--- config.mk ---
export PLATFORM = sky130hd
export DESIGN_NAME = gpio_dglitch_mc
export DESIGN_NICKNAME = d
export VERILOG_FILES = /design/src/rtl/gpio_dglitch_pkg.sv /design/src/rtl/gpio_dglitch_ch.sv /design/src/rtl/gpio_dglitch_mc.sv
export SDC_FILE = /design/constraint.sdc
export NUM_CORES = 1
export LEC_CHECK = 0
export CORE_MARGIN = 1.5
export CORE_UTILIZATION = 49
export CTS_BUF_LIST = sky130_fd_sc_hd__clkbuf_16
export CTS_CLUSTER_SIZE = 10
export DETAILED_ROUTE_END_ITERATION = 7
export DONT_BUFFER_PORTS = 1
export HOLD_SLACK_MARGIN = 0.1
export PLACE_DENSITY = 0.65
export SLEW_MARGIN = 5
export SYNTH_ARGS = -nofsm -noshare
export SYNTH_HDL_FRONTEND = slang
export SYNTH_SLANG_ARGS = --single-unit
--- constraint.sdc ---
create_clock -name mclk -period 2.2 [get_ports mclk]
set_input_delay 0.44 -clock mclk [delete_from_list [all_inputs] [get_ports mclk]]
set_output_delay 0.44 -clock mclk [all_outputs]
set_load 0.01 [all_outputs]
--- src/rtl/gpio_dglitch_pkg.sv ---
// Shared types and defaults for the GPIO de-glitch filter.
package gpio_dglitch_pkg;

  typedef enum logic [1:0] {
    DG_TICK_1US  = 2'd0,
    DG_TICK_CLK  = 2'd1,
    DG_TICK_1MS  = 2'd2,
    DG_TICK_RSVD = 2'd3
  } dg_tick_e;

  localparam int unsigned DG_CNT_W = 4;

endpackage

--- src/rtl/gpio_dglitch_ch.sv ---
// One de-glitch channel: 2-flop synchroniser, stability counter, filtered level and edge pulses.
module gpio_dglitch_ch #(
  parameter int unsigned CNT_W   = gpio_dglitch_pkg::DG_CNT_W,
  parameter logic        RST_BIT = 1'b0
) (
  input  logic             mclk,
  input  logic             reset_n,
  input  logic             tick,
  input  logic [CNT_W-1:0] cfg_cnt,
  input  logic             en,
  input  logic             din,
  output logic             dout,
  output logic             rise,
  output logic             fall
);

  logic             sync1, sync2;
  logic [CNT_W-1:0] cnt, cnt_next;
  logic             out_next;
  logic [CNT_W:0]   cnt_inc;

  // Extra bit keeps the compare exact even when cnt is at its maximum
  assign cnt_inc = {1'b0, cnt} + {{CNT_W{1'b0}}, 1'b1};

  always_comb begin
    out_next = dout;
    cnt_next = cnt;
    if (!en) begin
      cnt_next = '0;
    end else if (cfg_cnt == '0) begin
      out_next = sync2;
      cnt_next = '0;
    end else if (tick) begin
      if (sync2 == dout) begin
        cnt_next = '0;
      end else if (cnt_inc >= {1'b0, cfg_cnt}) begin
        out_next = sync2;
        cnt_next = '0;
      end else begin
        cnt_next = cnt_inc[CNT_W-1:0];
      end
    end
  end

  always_ff @(posedge mclk or negedge reset_n) begin
    if (!reset_n) begin
      sync1 <= RST_BIT;
      sync2 <= RST_BIT;
      cnt   <= '0;
      dout  <= RST_BIT;
      rise  <= 1'b0;
      fall  <= 1'b0;
    end else begin
      sync1 <= din;
      sync2 <= sync1;
      cnt   <= cnt_next;
      dout  <= out_next;
      rise  <= out_next & ~dout;
      fall  <= ~out_next & dout;
    end
  end

endmodule

--- src/rtl/gpio_dglitch_mc.sv ---
// Multi-channel GPIO de-glitch filter: shared sample-tick select, one filter channel per GPIO.
module gpio_dglitch_mc
  import gpio_dglitch_pkg::*;
#(
  parameter int unsigned     NCH     = 32,
  parameter int unsigned     CNT_W   = DG_CNT_W,
  parameter logic [NCH-1:0]  RST_VAL = '0
) (
  input  logic             mclk,
  input  logic             reset_n,
  input  logic             pulse_1us,
  input  logic             pulse_1ms,
  input  logic [1:0]       cfg_mode,
  input  logic [CNT_W-1:0] cfg_cnt,
  input  logic [NCH-1:0]   cfg_ch_en,
  input  logic [NCH-1:0]   gpio_in,
  output logic [NCH-1:0]   gpio_out,
  output logic [NCH-1:0]   gpio_rise,
  output logic [NCH-1:0]   gpio_fall
);

  logic tick;

  // Reserved mode falls through to the every-clock tick
  always_comb begin
    tick = 1'b1;
    case (dg_tick_e'(cfg_mode))
      DG_TICK_1US: tick = pulse_1us;
      DG_TICK_1MS: tick = pulse_1ms;
      default:     tick = 1'b1;
    endcase
  end

  for (genvar i = 0; i < NCH; i++) begin : g_ch
    gpio_dglitch_ch #(
      .CNT_W   (CNT_W),
      .RST_BIT (RST_VAL[i])
    ) u_ch (
      .mclk    (mclk),
      .reset_n (reset_n),
      .tick    (tick),
      .cfg_cnt (cfg_cnt),
      .en      (cfg_ch_en[i]),
      .din     (gpio_in[i]),
      .dout    (gpio_out[i]),
      .rise    (gpio_rise[i]),
      .fall    (gpio_fall[i])
    );
  end

endmodule

Yosys cells after proc, flatten, opt, wreduce, memory -nomap -nowiden
Cells that the tools add are included.

word-level totals
  word-level logic and storage cells = 772
  register bits = 288

cells by class
  bitwise logic cells = 128
  equal/unequal tests = 65
  add/subtract/negate cells = 32
  reduce and logical (&&, ||, !) cells = 2
  magnitude comparators = 32
  mux-type cells = 321

operator list
  kind                 number
  $mux 4               160
  $add 4x1->5 const B  32
  $ge 5x4->1           32
  $mux 1               160
  $ne 3x1->1 const B   32
  $and 1x1->1          64
  $not 1->1            64
  $eq 1x1->1           32
  $logic_not 4->1      1
  $eq 2x2->1 const B   1
  $logic_not 2->1      1
  $pmux 1 s2           1

Longest topological paths before layout
  depth in word-level cells = 9
  depth in mapped cells = 9
  gate-level depth less buffers = 9

Cells and area by module
Synthesis repeated with hierarchy kept, for this count alone.

second synthesis, totals
  cell total of the unflattened synthesis = 1,730
  area, all modules = 17,431.7 um^2

by module, submodules not included
  module           instances  area an instance (um^2)  cells an instance
  gpio_dglitch_ch  32         544.3                    54
  gpio_dglitch_mc  1          15.0                     2

Worst setup path before layout
Ideal clock, no wire load.

  path type = input -> register
  from = input cfg_cnt[1]
  to = register g_ch[16].u_ch.dout
  library setup time = 0.125 ns
  data required time = 2.075 ns
  slack = -0.380 ns
  cell stages on the path = 7
  arrival time = 2.456 ns
  path through = inv_1 -> ha_1 -> or3b_2 -> o2111ai_1 -> a31oi_1 -> o21ai_0 -> mux2_2

on the way
  longest elaborated chain between the ends = 6
  elaborated cells on any way between the ends = 7
  classes of those cells = order compare (1); mux (5); reduce/logical (1)

RTL lines
  what                        RTL line               source
  from (decl)                 gpio_dglitch_mc.sv:14  input logic [CNT_W-1:0] cfg_cnt,
  $ge 5x4->1                  gpio_dglitch_ch.sv:36  end else if (cnt_inc >= {1'b0, cfg_cnt}) begin
  $mux 1                      gpio_dglitch_ch.sv:36
  $mux 1                      gpio_dglitch_ch.sv:34  if (sync2 == dout) begin
  $mux 1                      gpio_dglitch_ch.sv:33  end else if (tick) begin
  $mux 1 (*)                  gpio_dglitch_ch.sv:30  end else if (cfg_cnt == '0) begin
  $mux 1 (*)                  gpio_dglitch_ch.sv:28  if (!en) begin
  net g_ch[16].u_ch.out_next  gpio_dglitch_ch.sv:19  logic out_next;
  to (signal assigned)        gpio_dglitch_ch.sv:57  dout <= out_next;
  to (decl)                   gpio_dglitch_ch.sv:12  output logic dout,

The timed path passes the listed nets; every way through them passes the cells marked *.
A chain may end at the register's enable or synchronous reset.

Worst setup path in the final report
  from = register g_ch[6].u_ch.cnt[1]
  to = register g_ch[6].u_ch.dout

on the way
  longest elaborated chain between the ends = 7

RTL lines
  what                       RTL line               source
  from (decl)                gpio_dglitch_ch.sv:18  logic [CNT_W-1:0] cnt, cnt_next;
  from (signal assigned)     gpio_dglitch_ch.sv:56  cnt <= cnt_next;
  $add 4x1->5                gpio_dglitch_ch.sv:23  assign cnt_inc = {1'b0, cnt} + {{CNT_W{1'b0}}, 1'b1};
  $ge 5x4->1                 gpio_dglitch_ch.sv:36
  $mux 1                     gpio_dglitch_ch.sv:36
  $mux 1                     gpio_dglitch_ch.sv:34
  $mux 1                     gpio_dglitch_ch.sv:33
  $mux 1                     gpio_dglitch_ch.sv:30
  $mux 1                     gpio_dglitch_ch.sv:28
  net g_ch[6].u_ch.out_next  gpio_dglitch_ch.sv:19
  to (signal assigned)       gpio_dglitch_ch.sv:57
  to (decl)                  gpio_dglitch_ch.sv:12

The timed path passes the listed nets, and every way through them passes these cells.

==> results.md <==
| Metric | Reported |
|---|---|
| Result of the run | complete, but fails checks |
| Violations in the final reports | negative hold slack |
| Count of state elements after synthesis | 288 |
| Family with the most delay on the worst path | simple AND/OR/NAND/NOR gates |
| WP buf/inv | 0 |
| Post-synthesis xor/xnor area fraction | 3.795% |
| Post-route worst hold slack | -0.3988 ns |
| Number of flops mapped to enable cells by yosys | 0 |
| Nets in the synthesized netlist | 1787 |
| Worst IR drop on VDD | 0.7337 mV |
| Synthesized area divided by synthesized cell count | 10.70 sq um |
| Filler cells | 2684 |
| Share of final-layout standard cells stronger than drive strength 1 | 25.81% |
| Estimated wirelength of the detail-placed design | 23.64 mm |
| Fin nets | 1922 |
| Combinational Power Share | 24.6% |
| Arithmetic-cell share of the synthesized area counting full adders, half adders and majority gates | 12.05% |
| Post-synthesis async set-or-reset flop share | 100.0% |
| DRC errors left | 0 |
| Setup WS pre-CTS | -0.1476 ns |
| Via count of the first global-routing pass | 12.17k |
| Worst path setup slack after routing | 0.02872 ns |
| Fraction of the core area covered by cells at the end of the flow | 59.82% |
| Std-Cell Core Area | 0.03345 sq mm |
| Buffer depth of the longest clock path | 3 |
| Worst Tran Pin Value | 0.4736 ns |
| H-tree depth | 2 |
| Leakage | 0.009636 uW |
| Sequential cell area | 0.007207 sq mm |
| Final cycle utilization of the critical path | 98.69% |
| Highest clock rate | 460.6 MHz |
| Number of standard cells in the layout, taps in and fillers out | 2153 |
| Crit Path Category | register to register |
| Die boundary width | 187.1 microns |
| Initial antenna violation count | 0 |
| Hold/Removal Path Class | primary input to async pin |
| Number of top-level pins | 170 |
| Count of buffers inserted at the top-level ports | 0 |
| Complex-gate fraction of the synthesized area | 11.23% |
| WP data arrival | 2.60 ns |
| Floorplan row count | 67 |
| Slowest cell delay on critical path | 0.38 ns |
| Worst Setup Start Kind | register |
| NetSw | 4912 uW |
| Number of vias after detailed routing | 12.16k |
| Design internal power | 11370 uW |
| Critical-path top delay cell | sky130_fd_sc_hd__dfrtp_1 |
| Area of combinational cells with multiple inputs | 0.008996 sq mm |
| Basic-gate share of the synthesized area counting and, or, nand and nor cells | 19.97% |
| Power share of the clock group | 33.7% |
| Switching share of total power | 30.18% |
| Endpoint type of the worst setup path | register |
| MaxCap Viol Count | 0 |
| Top library cells by usage in the layout, fill and taps aside | sky130_fd_sc_hd__dfrtp_1 (288), sky130_fd_sc_hd__nand3_1 (191), sky130_fd_sc_hd__buf_4 (145) |
| Chip height | 187.1 microns |
| Maximum number of pins on one net before global-route repair | 289 |
| Post-route ant nets | 0 |
| Sequential fraction of design power | 41.7% |
| Cell area after synthesis | 0.01661 sq mm |
| Top FF cell, synth | sky130_fd_sc_hd__dfrtp_1 |
| CTS tree | yes |
| GRT Resource Usage Total | 21.88% |
| Final worst clock skew | 0.01070 ns |
| Final count of negative-setup-slack endpoints | 0 |
| Series of cell instances along the critical path | ha_2, nor2b_1, or2_2, ha_4, a211o_1, a21o_2, nand3_4, mux2_4 |
| Clk pin slew, worst setup/hold paths | 0.06 ns |
| Distinct cell type count of the synthesized netlist | 59 |
| Multiplexer fraction of the synthesized cell area | 3.118% |
| Wire length of the first global-routing pass | 62.06 mm |
| Detail-routed via count per cell | 5.647 |
| Drt initial violations | 616 |
| Largest family of logic cells by synthesized area | simple AND/OR/NAND/NOR gates |
| Final-report hold violation count | 288 |
| Cell Count Post-Placement | 2009 |
| Synthesized instance count | 1553 |
| Total wirelength of the detailed-routed design | 38.37 mm |
| Maximum fanout along the worst path | 3 |
| RSZ-0062 raised after global routing | yes |
| Avg WL per Cell | 17.82 microns |
| Clk_lat worst skew | 0.54 ns |
| Data required time at the worst endpoint | 2.62 ns |
| Power per cell area | 813.6 mW/mm^2 |
| Slew margin rel. | 68.09% |
| Initial Utilization | 49.67% |
| Root buffer selected by CTS | sky130_fd_sc_hd__clkbuf_16 |
| Most common library cell in the layout ignoring fill and taps | sky130_fd_sc_hd__dfrtp_1 |
| Sink Count | 288 |
| 1st-pass router iterations | 6 |
| Max Slew Vio Count | 0 |
| Antenna diode instance count | 0 |
| Post-synthesis sequential area ratio | 43.38% |
| Total die area | 0.03502 sq mm |
| Signed area change from the synthesized netlist to the final layout | 20.42% |
| Post-route minimum period | 2.171 ns |
| Number of CTS-inserted buffers | 37 |
| Total congestion overflow after global routing | 0 |
| Count of warnings emitted by yosys | 0 |
| Global placer's final weighted congestion | 0.8167 |
-- sequential cells by signal (all words and copies together) (netlist names) --
register and count:
g_ch.u_ch.cnt 128, g_ch.u_ch.dout 32, g_ch.u_ch.fall 32, g_ch.u_ch.rise 32, g_ch.u_ch.sync1 32, g_ch.u_ch.sync2 32
-- power groups by stage --
| stage | registers, uW | logic, uW | clock network (uW) |
|---|---|---|---|
| after global routing | 6890 | 4440 | 5910 |
| final | 6790 | 4010 | 5480 |
| after floorplan | 6540 | 3050 | 0 |
| after CTS | 6770 | 3740 | 5660 |
| after detailed placement | 6840 | 3470 | 0 |
| after global placement | 6820 | 3380 | 0 |
-- cell families (layout without fill, tap and decap cells) --
kind of cell             count (synthesis)  count (layout)
AO/OA/AOI/OAI                          277             277
XOR/XNOR                                72              72
adder cells (fa/ha/maj)                160             160
buffers and inverters                  160             312
flip-flops                             288             288
multiplexers                            38              38
AND/OR/NAND/NOR                        558             558
-- area by class of cell --
class / count / share of cell area [%]
clock buffer: 39 / 4.878
clock inverter: 17 / 0.5065
inverter: 30 / 0.5816
multi-input combinational: 1105 / 44.96
sequential: 288 / 36.02
tap: 448 / 2.802
timing repair buffer: 226 / 10.25
-- metal layers --
layer / GRT usage [%] / vias up / part of all wire (%)
met3: 4.015 / 68 / 4.8
met5: 0 / - / 0
met1: 28.05 / 5977 / 44
met2: 36.93 / 292 / 49
li1: - / 5821 / -
met4: 8.002 / 0 / 2.2
-- timing repair --
| item | in CTS | in global routing |
|---|---|---|
| setup endpoints to repair | 30 | 110 |
| setup buffers | 9 | 14 |
| cloned | 0 | 0 |
| hold buffers | 64 | 1 |
| resized for setup | 58 | 119 |
| pin swaps | 37 | 82 |
| hold endpoints to repair | 467 | 289 |
-- through the flow --
stage	area [sq um]	total power (uW)	TNS [ns]	hold WS, ns
final	20010	16280	0	-0.3988
after global routing	20010	17240	-0.2673	-0.4261
after CTS	19370	16180	0	-0.4326
after detailed placement	17450	10310	-2.773	0.1539
after global placement	17450	10190	-1.760	0.1533
after floorplan	16620	9597	-7.163	0.1444
-- synth_stat cells, types with 3 or more instances --
cell,n,area share (%)
sky130_fd_sc_hd__dfrtp_1,288,43
sky130_fd_sc_hd__nand3_1,192,5.8
sky130_fd_sc_hd__ha_1,160,12
sky130_fd_sc_hd__nand2_1,119,2.7
sky130_fd_sc_hd__buf_4,97,4.4
sky130_fd_sc_hd__o21ai_0,65,2.0
sky130_fd_sc_hd__nor3b_1,64,2.9
sky130_fd_sc_hd__a21oi_1,53,1.6
sky130_fd_sc_hd__nor2b_1,44,1.7
sky130_fd_sc_hd__xor2_1,40,2.1
sky130_fd_sc_hd__nand2b_1,37,1.4
sky130_fd_sc_hd__xnor2_1,32,1.7
sky130_fd_sc_hd__inv_1,30,0.68
sky130_fd_sc_hd__a31oi_1,28,1.1
sky130_fd_sc_hd__mux2_4,24,2.2
sky130_fd_sc_hd__a211o_1,22,1.2
sky130_fd_sc_hd__or2_2,21,0.79
sky130_fd_sc_hd__nand3_4,20,2.1
sky130_fd_sc_hd__o211ai_1,20,0.90
sky130_fd_sc_hd__nor2_1,17,0.38
sky130_fd_sc_hd__a21o_2,16,0.84
sky130_fd_sc_hd__clkbuf_1,14,0.32
sky130_fd_sc_hd__a22o_1,13,0.69
sky130_fd_sc_hd__mux2_2,13,0.88
sky130_fd_sc_hd__a211oi_1,12,0.54
sky130_fd_sc_hd__buf_6,9,0.61
sky130_fd_sc_hd__o2111ai_1,9,0.47
sky130_fd_sc_hd__a32o_1,7,0.42
sky130_fd_sc_hd__buf_2,7,0.21
sky130_fd_sc_hd__or3b_2,7,0.37
sky130_fd_sc_hd__a31o_2,6,0.32
sky130_fd_sc_hd__nand4_1,6,0.23
sky130_fd_sc_hd__and3_1,5,0.19
sky130_fd_sc_hd__and4_1,5,0.26
sky130_fd_sc_hd__nand2_2,5,0.19
sky130_fd_sc_hd__o31ai_1,5,0.23
sky130_fd_sc_hd__o32ai_1,5,0.26
sky130_fd_sc_hd__a21o_1,3,0.14
sky130_fd_sc_hd__nor3_1,3,0.090
-- path summary, 6_finish.rpt --
check,start,slack (ns),endpoint,depth (start not counted)
worst max-delay path,g_ch[6].u_ch.cnt[1],0.03,g_ch[6].u_ch.dout,8
worst min-delay path,reset_n,-0.40,g_ch[27].u_ch.sync1,0
worst max register to register,g_ch[6].u_ch.cnt[1],0.03,g_ch[6].u_ch.dout,8
worst min register to register,g_ch[16].u_ch.sync1,0.34,g_ch[16].u_ch.sync2,0
max in group asynchronous,reset_n,2.17,g_ch[7].u_ch.cnt[0],0
min in group mclk,cfg_ch_en[0],0.10,g_ch[0].u_ch.cnt[0],2
No activity file was read; power rests on OpenSTA's default activity.
